===== src/rtl/drv_keypad_pkg.sv =====
// drv_keypad_pkg: scan-state type and pin-polarity helper shared by the keypad scanner
`ifndef PULLUP
`define PULLUP 0
`endif
`ifndef PULLDOWN
`define PULLDOWN 1
`endif
package drv_keypad_pkg;
    typedef enum logic [1:0] {DRIVE, SAMPLE, GAP} scan_state_e;
    function automatic logic idle_level(input int mode);
        return (mode == `PULLDOWN) ? 1'b0 : 1'b1;
    endfunction
endpackage


===== src/rtl/drv_keypad_sync.sv =====
// drv_keypad_sync: two-flop synchroniser with configurable width and reset value
module drv_keypad_sync #(
    parameter int                 p_width = 1,
    parameter logic [p_width-1:0] p_reset = '0
) (
    input  logic               i_clk,
    input  logic               i_rst,
    input  logic [p_width-1:0] i_d,
    output logic [p_width-1:0] o_q
);
    logic [p_width-1:0] meta_q;
    logic [p_width-1:0] sync_q;
    // two-stage capture of the asynchronous pad levels
    always_ff @(posedge i_clk) begin
        if (i_rst) begin
            meta_q <= p_reset;
            sync_q <= p_reset;
        end else begin
            meta_q <= i_d;
            sync_q <= meta_q;
        end
    end
    assign o_q = sync_q;
endmodule


===== src/rtl/drv_keypad_scan.sv =====
// drv_keypad_scan: column-strobing key-matrix scanner; define DRV_KEYPAD_GHOST_EN for ghost-frame rejection and o_ghost
module drv_keypad_scan
    import drv_keypad_pkg::*;
#(
    parameter int p_height = 4,
    parameter int p_width  = 4,
    parameter int p_settle = 8,
    parameter int p_mode   = `PULLUP
) (
    input  logic                i_clk,
    input  logic                i_rst,
    input  logic [p_height-1:0] i_row,
    output logic [p_width-1:0]  o_col,
    output logic [p_width-1:0]  o_sw [p_height-1:0],
    output logic                o_frame
`ifdef DRV_KEYPAD_GHOST_EN
    ,
    output logic                o_ghost
`endif
);
    localparam logic                 idle_lvl = idle_level(p_mode);
    localparam int                   cnt_w    = (p_settle > 1) ? $clog2(p_settle) : 1;
    localparam int                   col_w    = (p_width > 1) ? $clog2(p_width) : 1;
    localparam logic [cnt_w-1:0]     cnt_last = cnt_w'(p_settle - 1);
    localparam logic [col_w-1:0]     col_last = col_w'(p_width - 1);
    localparam logic [p_width-1:0]   row_idle = {p_width{idle_lvl}};
    localparam logic [p_height-1:0]  rows_idle = {p_height{idle_lvl}};

    scan_state_e        state_q;
    logic [cnt_w-1:0]   cnt_q;
    logic [col_w-1:0]   col_q;
    logic [p_width-1:0] shadow_q [p_height-1:0];
    logic [p_width-1:0] shadow_d [p_height-1:0];
    logic [p_width-1:0] sw_q [p_height-1:0];
    logic               frame_q;
    logic [p_height-1:0] row_s;
    logic               commit;
    logic               ghost;

    drv_keypad_sync #(
        .p_width (p_height),
        .p_reset (rows_idle)
    ) u_sync (
        .i_clk (i_clk),
        .i_rst (i_rst),
        .i_d   (i_row),
        .o_q   (row_s)
    );

    assign commit = (state_q == SAMPLE) && (col_q == col_last);

    // strobe the current column in DRIVE and SAMPLE; everything idle in GAP and while reset is held
    always_comb begin
        o_col = row_idle;
        for (int c = 0; c < p_width; c++)
            if (!i_rst && state_q != GAP && col_w'(c) == col_q) o_col[c] = ~idle_lvl;
    end

    // shadow image with the synchronised rows merged into the sampled column
    always_comb begin
        for (int r = 0; r < p_height; r++)
            for (int c = 0; c < p_width; c++)
                shadow_d[r][c] = (state_q == SAMPLE && col_w'(c) == col_q) ? row_s[r] : shadow_q[r][c];
    end

`ifdef DRV_KEYPAD_GHOST_EN
    logic [p_width-1:0] pressed [p_height-1:0];
    logic [p_width-1:0] both;
    logic               ghost_q;
    // a frame ghosts when two rows share at least two pressed columns
    always_comb begin
        ghost = 1'b0;
        both  = '0;
        for (int r = 0; r < p_height; r++) pressed[r] = shadow_d[r] ^ row_idle;
        for (int a = 0; a < p_height; a++)
            for (int b = a + 1; b < p_height; b++) begin
                both  = pressed[a] & pressed[b];
                ghost = ghost | (|(both & (both - p_width'(1))));
            end
    end
    // ghost flag pulses alongside the frame pulse it suppressed
    always_ff @(posedge i_clk) begin
        if (i_rst) ghost_q <= 1'b0;
        else       ghost_q <= commit && ghost;
    end
    assign o_ghost = ghost_q;
`else
    assign ghost = 1'b0;
`endif

    // scan sequencer: settle, sample, break-before-make gap per column; publish on the last column
    always_ff @(posedge i_clk) begin
        if (i_rst) begin
            state_q  <= DRIVE;
            cnt_q    <= '0;
            col_q    <= '0;
            shadow_q <= '{default: row_idle};
            sw_q     <= '{default: row_idle};
            frame_q  <= 1'b0;
        end else begin
            state_q  <= (state_q == DRIVE) ? ((cnt_q == cnt_last) ? SAMPLE : DRIVE) :
                        (state_q == SAMPLE) ? GAP : DRIVE;
            cnt_q    <= (state_q == DRIVE && cnt_q != cnt_last) ? cnt_q + cnt_w'(1) : '0;
            col_q    <= (state_q == GAP) ? ((col_q == col_last) ? '0 : col_q + col_w'(1)) : col_q;
            shadow_q <= shadow_d;
            frame_q  <= commit;
            if (commit && !ghost) sw_q <= shadow_d;
        end
    end

    assign o_sw    = sw_q;
    assign o_frame = frame_q;
endmodule


===== config.mk =====
export PLATFORM = sky130hd
export DESIGN_NAME = drv_keypad_scan
export DESIGN_NICKNAME = d
export VERILOG_FILES = /design/src/rtl/drv_keypad_pkg.sv /design/src/rtl/drv_keypad_sync.sv /design/src/rtl/drv_keypad_scan.sv
export SDC_FILE = /design/constraint.sdc
export NUM_CORES = 1
export LEC_CHECK = 0
export CAP_MARGIN = 20
export CORE_MARGIN = 5
export CORE_UTILIZATION = 50
export CTS_CLUSTER_DIAMETER = 60
export DETAILED_ROUTE_END_ITERATION = 6
export PLACE_DENSITY = 0.74
export SLEW_MARGIN = 40
export SYNTH_ARGS = -nofsm -noshare
export SYNTH_HDL_FRONTEND = slang
export SYNTH_SLANG_ARGS = --single-unit

===== constraint.sdc =====
create_clock -name i_clk -period 1.9 [get_ports i_clk]
set_input_delay 0.38 -clock i_clk [delete_from_list [all_inputs] [get_ports i_clk]]
set_output_delay 0.38 -clock i_clk [all_outputs]
set_load 0.02 [all_outputs]

==> results by group <==
Final layout
  • Most frequent cells in the layout: 44 x dfxtp_1, 22 x clkdlybuf4s50_1, 19 x a21oi_1, 14 x mux2i_1
  • FF/Latch Area: between 800 and 900 um^2
  • NumNets Final: about 210
  • Post-route insts no fill: 248
  • Diodes inserted: 0
  • Layout cells sized above 1: about a fifth
  • Commonest non-fill, non-tap cell in the layout: dfxtp_1
  • Area of the multi-input gates: 811 um^2
  • Filler cells: between 300 and 400
  • Design area: around 2200 um^2
  • Area growth, synth to finish: 19.5%

Pwr
  • Clock power share: 42.7%
  • Leak: between 0.8 and 0.9 nW
  • Int Pwr: approximately 1.4 mW
  • Sw Ratio: between 20% and 30%
  • Power per cell area: roughly 800 nW/um^2
  • Combinational share of power: roughly 3.3%
  • Sequential share of power: ~54%
  • Switching power: around 0.35 mW
  • Peak VDD IR: roughly 0.00052 V

STA
  • Final Hold Fails: 0
  • Tcrit/Tclk final: roughly 95%
  • Worst Tran Pin Value: between 400 and 500 ps
  • Fin Clk Skew: ~3.5 ps
  • Highest Clock Rate: around 550 MHz
  • Max-slew headroom: between 60 and 70%
  • Slew Viols, Final: 0
  • Period minus WS final: roughly 1800 ps
  • RSZ-0062 raised after global routing: false
  • Final setup vio count: 0
  • Min Hold Slack: a little over 400 ps

Placement
  • Post-Place Cells: 240
  • Cell Area, Placed: a little over 2000 um^2
  • HPWL after DPL: around 2500 um
  • Port-buffer cells: 26
  • Gpl congestion: about 0.76

Synth
  • Post-synthesis sequential area ratio: 48.1%
  • Avg Synthesized Cell Area: 10.5 um^2
  • Syn. warnings: 0
  • Syn_nets: ~190
  • Seq cells post-synth: 44
  • Unique masters post-synth: 28
  • Mapped Cells: ~180
  • Cell Area, Synth: roughly 1800 um^2

Clocking
  • CTS tree: built
  • Clock slew at reported path FFs: 80 ps
  • Post-CTS Setup Repair Bufs: 0
  • H-Tree Depth: 2
  • CTS Buf Count: 5
  • Cts hold-fix bufs: 0
  • Worst-case clock buffer depth: 2
  • # clock sinks: 44
  • Root Driver: clkbuf_8
  • Clk Latency, worst-skew pair: ~300 ps

Detailed routing
  • 1st-pass router iterations: 4
  • ANT nets after route: 0
  • Via density: between 5 and 6
  • Routed wire length: ~3600 um
  • Drt drc: 0
  • Via count: 1328
  • WL/cell: roughly 14 um
  • Starting DRC count in detailed routing: 130

Worst hold path
  • Worst min-delay path endpoint: u_sync.o_q[2]$_SDFF_PP1_
  • Hold depth: 1
  • Min-delay src: u_sync.meta_q[2]$_SDFF_PP1_
  • Worst Hold Class: reg -> reg

Worst setup path
  • Reg2reg path depth: 5
  • CP endpoint kind: output port
  • Critical R2R Launch: col_q[0]$_SDFFE_PP0N_
  • Nature of the critical path startpoint: primary input
  • WS Path Type: in -> out
  • Crit path max-delay family: buffers and inverters
  • Worst Path Buf+Inv: 2
  • Reg-to-Reg End: o_sw[5]$_SDFFE_PP1P_
  • Worst EP required: roughly 1500 ps
  • Crit path largest cell delay: ~480 ps
  • R2R Setup Slk: roughly 280 ps
  • CP max-delay cell: clkdlybuf4s50_1
  • CP arrival: 1430 ps
  • Highest net fanout along the worst path: 4
  • Crit-path cells: clkdlybuf4s50_1 -> nor2_4 -> nand2_1 -> dlygate4sd2_1

GRT
  • Global-route wire length before repair: ~6100 um
  • Tot GR Track Use: between 10% and 20%
  • Initial antenna violation count: 0
  • Vias in the first global route: approximately 1300
  • Largest net degree at the start of global routing: 47
  • Gr ovfl total: 0

Floorplan
  • Initial Util: between 50 and 60%
  • Die W: ~70 um
  • Io pins: 27
  • Row count: 22
  • Core area: 3610 um^2
  • Die H: 70.5 um
  • Total Die Area: just under 5000 um^2

Flow run
  • Max-Cap Viols: 0

Outcome
  • Status: finished, final reports clean
==> layout make-up <==
class                           count  area share (%)
Multi-Input combinational cell    113            37.0
Tap cell                           48            2.74
Clock buffer                        6            3.77
Clock inverter                      2            1.77
Timing Repair Buffer               33            14.1
Sequential cell                    44            40.3
Inverter                            2           0.343
==> synth_stat cells <==
cell type / count / share of area [%]
clkbuf_1: 1 / 0.20
clkbuf_2: 1 / 0.27
nor2b_4: 1 / 0.75
dfxtp_1: 44 / 48
inv_1: 2 / 0.41
nor4_1: 1 / 0.34
a211oi_2: 5 / 3.4
and2b_2: 1 / 0.48
buf_2: 7 / 1.9
and2_1: 2 / 0.68
ha_1: 6 / 4.1
mux2i_1: 14 / 7.7
a31oi_1: 4 / 1.4
nor2_4: 1 / 0.62
a21oi_1: 19 / 5.2
buf_12: 1 / 1.1
clkbuf_8: 3 / 2.3
buf_6: 3 / 1.8
nor2b_1: 2 / 0.68
and3b_2: 3 / 1.6
a21oi_2: 5 / 2.4
nand2_1: 12 / 2.5
or2_2: 8 / 2.7
nor3_1: 12 / 3.3
a211oi_1: 7 / 2.9
nand3b_4: 1 / 1.1
nor4b_1: 1 / 0.48
nor2_1: 8 / 1.6
==> sequential cells by signal, summed over array words and instances (netlist names) <==
register and flops:
u_sync.meta_q 4, u_sync.o_q 4, o_sw 16, state_q 2
col_q 2, shadow_q 12, o_frame 1, cnt_q 3
==> timing repair <==
| action | in CTS | in global routing |
|---|---|---|
| setup endpoints to repair | 4 | 4 |
| gates resized for setup | 5 | 1 |
| cloned | 0 | 0 |
==> cells by family (layout without fill, tap and decap cells) <==
logic type	count (synthesis)	after routing	synth area share, %
AND/OR/NAND/NOR	53	53	16.9
flip-flops	44	44	48.1
AO/OA/AOI/OAI	40	40	15.2
buffers and inverters	18	43	8.00
multiplexers	14	14	7.66
adder cells (fa/ha/maj)	6	6	4.10
==> worst max-delay path by stage <==
| stage | start | endpoint | slack, ps | cells past startpoint |
|---|---|---|---|---|
| floorplan | state_q[0]$_SDFF_PP0_ | o_col[0] | 480 | 3 |
| global placement | i_rst | o_col[2] | -140 | 4 |
| detailed placement | i_rst | o_col[3] | -190 | 4 |
| CTS | state_q[0]$_SDFF_PP0_ | o_col[3] | 60 | 4 |
| global route | col_q[1]$_SDFFE_PP0N_ | o_col[1] | 20 | 4 |
| finish | i_rst | o_col[3] | 90 | 4 |
==> power groups by stage <==
stage,Sequential (mW),Combinational (mW),Clock [mW]
2_1_floorplan,0.962,0.0396,0
3_3_place_gp,0.964,0.0543,0
3_5_place_dp,0.965,0.0562,0
4_1_cts,0.943,0.0564,0.758
5_1_grt,0.945,0.0645,0.806
6_report,0.943,0.0572,0.744
==> metal layers <==
layer | track usage (%) | share of wire, % | vias to the layer above
li1 | - | - | 658
met1 | 18.0 | 44 | 630
met2 | 26.0 | 48 | 32
met3 | 4.46 | 5.1 | 8
met4 | 6.38 | 2.0 | 0
met5 | 0 | 0 | -
==> through the flow <==
step	power [mW]	util (%)	worst slack (ps)	setup TNS (ps)
final	1.74	60.7	86.0	0
after global routing	1.82	60.7	21.8	0
after CTS	1.76	60.5	60.3	0
after detailed placement	1.02	57.3	-188	-726
after global placement	1.02	57.3	-137	-537
after floorplan	1.00	-	484	0
No activity file was read; power rests on OpenSTA's default activity.
